## src/rtl/fetch_sequencer_pkg.sv

```systemverilog
// Shared types and constants for the instruction fetch sequencer.
// Holds the fetch FSM encoding plus PC step/reset defaults and the alignment mask.
package fetch_sequencer_pkg;

  typedef enum logic [2:0] {
    IDLE = 3'd0,
    REQ  = 3'd1,
    WAIT = 3'd2,
    HOLD = 3'd3,
    TRAP = 3'd4
  } fetch_state_e;

  localparam logic [31:0] DEF_RESET_PC   = 32'h0000_0000;
  localparam int unsigned DEF_INST_BYTES = 4;
  localparam logic [1:0]  MISALIGN_MASK  = 2'b11;

endpackage

```

## src/rtl/fetch_sequencer.sv

```systemverilog
// PC owner issuing one fetch at a time: REQ -> WAIT -> HOLD, min 3 cycles per instruction.
// Stalls in REQ on !imem_req_ready and in HOLD on !inst_ready; taken redirects squash wrong-path work.
module fetch_sequencer
  import fetch_sequencer_pkg::*;
#(
  parameter logic [31:0] RESET_PC   = DEF_RESET_PC,
  parameter int unsigned INST_BYTES = DEF_INST_BYTES
) (
  input  logic        clk,
  input  logic        reset_n,
  output logic        imem_req_valid,
  input  logic        imem_req_ready,
  output logic [31:0] imem_addr,
  input  logic        imem_rsp_valid,
  input  logic [31:0] imem_rsp_data,
  output logic        inst_valid,
  input  logic        inst_ready,
  output logic [31:0] inst_data,
  output logic [31:0] inst_pc,
  input  logic        redirect_valid,
  input  logic        branch,
  input  logic [31:0] redirect_target,
  output logic        misalign,
  output logic [31:0] misalign_addr
);

  fetch_state_e r_state;
  logic [31:0]  r_pc;
  logic [31:0]  r_addr;
  logic [31:0]  r_inst_data;
  logic [31:0]  r_inst_pc;
  logic         r_kill;
  logic         r_trap_pend;
  logic         r_misalign;
  logic [31:0]  r_misalign_addr;

  logic         w_taken;
  logic         w_active;
  logic         w_target_misal;
  logic         w_redir;
  logic         w_trap;
  logic [31:0]  w_pc_nxt;
  logic [31:0]  w_pc_inc;

  assign w_taken        = redirect_valid && branch;
  // Once a trap is pending or taken, further resolutions are meaningless and ignored.
  assign w_active       = w_taken && (r_state != TRAP) && !r_trap_pend;
  assign w_target_misal = (redirect_target[1:0] & MISALIGN_MASK) != 2'b00;
  assign w_redir        = w_active && !w_target_misal;
  assign w_trap         = w_active && w_target_misal;
  assign w_pc_nxt       = w_redir ? redirect_target : r_pc;
  assign w_pc_inc       = r_pc + 32'(INST_BYTES);

  always_ff @(posedge clk or negedge reset_n) begin
    if (!reset_n) begin
      r_state         <= IDLE;
      r_pc            <= RESET_PC;
      r_addr          <= RESET_PC;
      r_inst_data     <= '0;
      r_inst_pc       <= '0;
      r_kill          <= 1'b0;
      r_trap_pend     <= 1'b0;
      r_misalign      <= 1'b0;
      r_misalign_addr <= '0;
    end else begin
      if (w_redir) r_pc <= redirect_target;
      if (w_trap) begin
        r_misalign      <= 1'b1;
        r_misalign_addr <= redirect_target;
      end
      case (r_state)
        IDLE: begin
          if (w_trap) begin
            r_state <= TRAP;
          end else begin
            r_state <= REQ;
            r_addr  <= w_pc_nxt;
          end
        end
        REQ: begin
          // The address stays put until accepted; the stale request is squashed later.
          if (w_redir) r_kill <= 1'b1;
          if (w_trap) r_trap_pend <= 1'b1;
          if (imem_req_ready) r_state <= WAIT;
        end
        WAIT: begin
          if (imem_rsp_valid) begin
            r_kill <= 1'b0;
            if (r_trap_pend || w_trap) begin
              r_state <= TRAP;
            end else if (r_kill || w_redir) begin
              r_state <= REQ;
              r_addr  <= w_pc_nxt;
            end else begin
              r_state     <= HOLD;
              r_inst_data <= imem_rsp_data;
              r_inst_pc   <= r_addr;
            end
          end else begin
            if (w_redir) r_kill <= 1'b1;
            if (w_trap) r_trap_pend <= 1'b1;
          end
        end
        HOLD: begin
          if (w_trap) begin
            r_state <= TRAP;
          end else if (w_redir) begin
            r_state <= REQ;
            r_addr  <= redirect_target;
          end else if (inst_ready) begin
            r_state <= REQ;
            r_pc    <= w_pc_inc;
            r_addr  <= w_pc_inc;
          end
        end
        TRAP:    r_state <= TRAP;
        default: r_state <= IDLE;
      endcase
    end
  end

  assign imem_req_valid = (r_state == REQ);
  assign imem_addr      = r_addr;
  // Gate on the raw redirect so a wrong-path instruction never transfers in the redirect cycle.
  assign inst_valid     = (r_state == HOLD) && !w_taken;
  assign inst_data      = r_inst_data;
  assign inst_pc        = r_inst_pc;
  assign misalign       = r_misalign;
  assign misalign_addr  = r_misalign_addr;

endmodule

```

## config.mk

```make
export PLATFORM = sky130hd
export DESIGN_NAME = fetch_sequencer
export DESIGN_NICKNAME = d
export VERILOG_FILES = /design/src/rtl/fetch_sequencer_pkg.sv /design/src/rtl/fetch_sequencer.sv
export SDC_FILE = /design/constraint.sdc
export NUM_CORES = 1
export LEC_CHECK = 0
export ABC_AREA = 0
export ABC_CLOCK_PERIOD_IN_PS = 5300
export BUFFER_PORTS_ARGS = -buffer_cell sky130_fd_sc_hd__buf_2
export CAP_MARGIN = 5
export CELL_PAD_IN_SITES_DETAIL_PLACEMENT = 1
export CELL_PAD_IN_SITES_GLOBAL_PLACEMENT = 1
export CORE_ASPECT_RATIO = 0.75
export CORE_UTILIZATION = 30
export DETAILED_ROUTE_END_ITERATION = 8
export GPL_ROUTABILITY_DRIVEN = 0
export PLACE_DENSITY_LB_ADDON = 0.1
export SYNTH_ARGS = -nofsm -noshare
export SYNTH_HDL_FRONTEND = slang
export SYNTH_SLANG_ARGS = --single-unit
```

## constraint.sdc

```tcl
create_clock -name clk -period 5.3 [get_ports clk]
set_input_delay 0.53 -clock clk [delete_from_list [all_inputs] [get_ports clk]]
set_output_delay 0.53 -clock clk [all_outputs]
set_load 0.05 [all_outputs]
```

==> reports/metrics.csv <==
metric,value,unit
total gr overflow,0,
RSZ-0062 raised after global routing,false,
CP Launch Type,flip-flop,
Tcrit/Tclk final,58.2,%
adder-cell share of the synthesized area,0.154,%
Leak,4.42,nW
crit path cell chain,or3b_1 -> and3_1 -> o221ai_4 -> nor2_4 -> buf_4 -> mux2_2,
Num CTS Buffers,17,
layout cell share with drive strength beyond 1,38.8,%
largest family of logic cells by synthesized area,multiplexers,
final core utilization,38.0,%
Netlist cell types,71,
Synth Area in XOR/XNOR,1.61,%
clock sinks,166,
"setup slack, reg-to-reg",2.22,ns
Main synth FF type,dfrtp_1,
Crit Path Max Fanout,16,
"Slew Viols, Final",0,
min cycle time layout,3.08,ns
"Setup violations, final",0,
H-tree Lvls,4,
CP Class,flip-flop to flip-flop,
Setup TNS,0,ns
outcome,"finished, final reports clean",
Layout area overhead,22.7,%
DRC viols,0,
Yosys top cell area share,51.0,%
Mean Syn Cell Area,11.0,µm²
quantity of gates resized following cts,0,
Port-buffer cells,201,
Worst VDD drop,0.350,mV
Synth area leader,dfrtp_1,
compound-gate portion of the synthesized area,15.2,%
# diodes,0,
total number of vias,6810,
Clock Skews,0.0106,ns
switching share of power,51.7,%
Nets,992,
Critical Path RT,5.62,ns
worst min path class,primary input to async pin,
Synth Area in Simple Gates,13.1,%
Rel. slew slack,24.2,%
R2R Path Start,r_state[0],
Chip Height,145,µm
fmax,324,MHz
P_int,3.76,mW
mapped cell area,8150,µm²
number of synthesized flops with an enable pin,0,
Reg power frac,30.9,%
max capacitance violation total,0,
"CTS clk-pin slew, worst paths",0.06,ns
pin count of the biggest net entering global routing,86,
reg-to-reg endpoint,imem_addr[0],
DR pass1 iterations,4,
initial core utilization,31.0,%
initial antenna violation count,0,
depth of the worst register-to-register path,6,
Syn. warnings,0,
"Hold-fix buffers, CTS",0,
Worst Path Arrival,3.40,ns
drt wl/cell,21.4,µm
chip width,192,µm
"CP delay by family, top",simple AND/OR/NAND/NOR gates,
post-synthesis mux area share,15.3,%
"Net Count, Synth",815,
CP peak stage delay,0.66,ns
register area share after synthesis,51.0,%
# rows,51,
Die ar.,27800,µm²
slowest CP cell,and3_1,
deepest clock path buffer count,2,
Clk network pwr share,15.7,%
worst skew pair latency,0.43,ns
top post-synthesis cells by area,"dfrtp_1, mux2_2, a21oi_1",
vias in the first global route,6713,
vias per cell,5.34,
worst-margin pin slew,1.13,ns
CTS tree,yes,
Net Switching,4.03,mW
power density cells,780,nW/µm²
CP Buf/Inv Count,1,
core area,26300,µm²
Comb pwr share,53.5,%
# IOs,202,
ys async rst share,100,%
CP Capture Type,flip-flop,
setup bufs post-CTS,0,
total track usage,20.0,%
HPWL Detailed,18.8,mm
Post-Syn Instances,743,
Root Driver,clkbuf_16,
register bit total from synthesis,166,
Routed Antenna Nets,0,
Routed WL,27.3,mm
Iteration-0 DRC Markers,305,
"Hold Vio Cnt, Final",0,
first-pass GRT wire length,41.5,mm
power groups by stage:
stage	Sequential (mW)	Combinational (mW)	Clock, mW
6_report	2.41	4.17	1.22
5_1_grt	2.51	4.45	1.30
4_1_cts	2.41	4.19	1.26
3_5_place_dp	2.42	4.18	0
3_3_place_gp	2.40	4.15	0
2_1_floorplan	3.78	1.68	0
placed cells by master (no fill, tap or decap), types with 4 or more instances in the layout:
master,netlist,routed
dfrtp_1,166,166
mux2_2,97,97
xnor2_1,13,13
a311oi_1,7,7
a31oi_1,17,17
a21oi_1,67,67
nand4_1,17,17
buf_4,1,12
o21ai_0,33,33
nand3_1,16,16
nor2_1,43,43
nor3_1,15,14
and2_1,6,6
clkbuf_16,0,17
buf_2,26,200
clkbuf_1,25,4
nand2_1,42,41
inv_1,11,11
and3_1,11,11
a211oi_1,7,6
o31ai_1,5,5
a2111oi_0,5,5
mux2_1,5,5
o21a_1,7,7
mux2i_1,5,5
and4_1,5,5
nor4_1,14,14
registers in the layout, summed over array words and instances, names as in the netlist:
name           count
r_trap_pend        1
r_pc              32
misalign_addr     32
r_kill             1
imem_addr         32
inst_pc           32
r_state            3
misalign           1
inst_data         32
through the flow:
stage	instances	cell area [µm²]	total power, mW	hold WS, ns	worst slack (ns)
after floorplan	743	8150	5.46	0.234	3.08
after global placement	1245	9440	6.55	0.451	2.12
after detailed placement	1245	9440	6.60	0.457	2.02
after CTS	1275	9990	7.86	0.200	2.19
after global routing	1275	9990	8.26	0.219	2.01
final	1275	9990	7.79	0.162	2.22
area by class of cell:
cell class / instances / area, µm²
Fill cell: 2953 / 16300
Sequential cell: 166 / 4150
Multi-Input combinational cell: 511 / 3710
Timing Repair Buffer: 213 / 1100
Clock buffer: 22 / 454
Tap cell: 344 / 430
Clock inverter: 8 / 100
Inverter: 11 / 41.3
per-layer routing:
metal	global-route usage (%)	part of all wire (%)	wire [µm]	vias up
met1	31.1	52	14200	3485
li1	-	-	-	3104
met4	5.55	0.97	265	0
met5	0	0	0	-
met2	27.7	41	11200	204
met3	3.86	5.8	1580	17
worst max-delay path by stage:
stage                             from           end  slack (ns)  cells past startpoint
detailed placement  redirect_target[0]  imem_addr[1]        2.02                      7
finish                      r_state[0]  imem_addr[0]        2.22                      6
global route                r_state[0]  imem_addr[1]        2.01                      6
floorplan                      r_pc[2]      r_pc[24]        3.08                      7
global placement    redirect_target[0]  imem_addr[2]        2.12                      7
CTS                         r_state[0]  imem_addr[0]        2.19                      6
cell usage after synthesis, types with 5 or more instances:
cell and number:
a2111oi_0 5, a211oi_1 7, a21oi_1 67, a311oi_1 7, a31oi_1 17, and2_1 6, and3_1 11, and4_1 5
buf_2 26, clkbuf_1 25, dfrtp_1 166, inv_1 11, mux2_1 5, mux2_2 97, mux2i_1 5, nand2_1 42
nand3_1 16, nand4_1 17, nor2_1 43, nor3_1 15, nor4_1 14, o21a_1 7, o21ai_0 33, o31ai_1 5
xnor2_1 13
worst register-to-register path, stage by stage (launching register included):
cell      delay, ns
dfrtp_1        0.63
or3b_1         0.28
and3_1         0.66
o221ai_4       0.26
nor2_4         0.42
buf_4          0.36
mux2_2         0.36
cell families (layout without fill, tap and decap cells):
family | count (synthesis) | after routing
buffers and inverters | 66 | 254
DFF | 166 | 166
AOI/OAI and AO/OA | 187 | 187
xor gates and xnor gates | 15 | 15
muxes | 110 | 110
adders and majority gates | 1 | 1
and+or+nand+nor | 198 | 198
No activity file was read; power rests on OpenSTA's default activity.
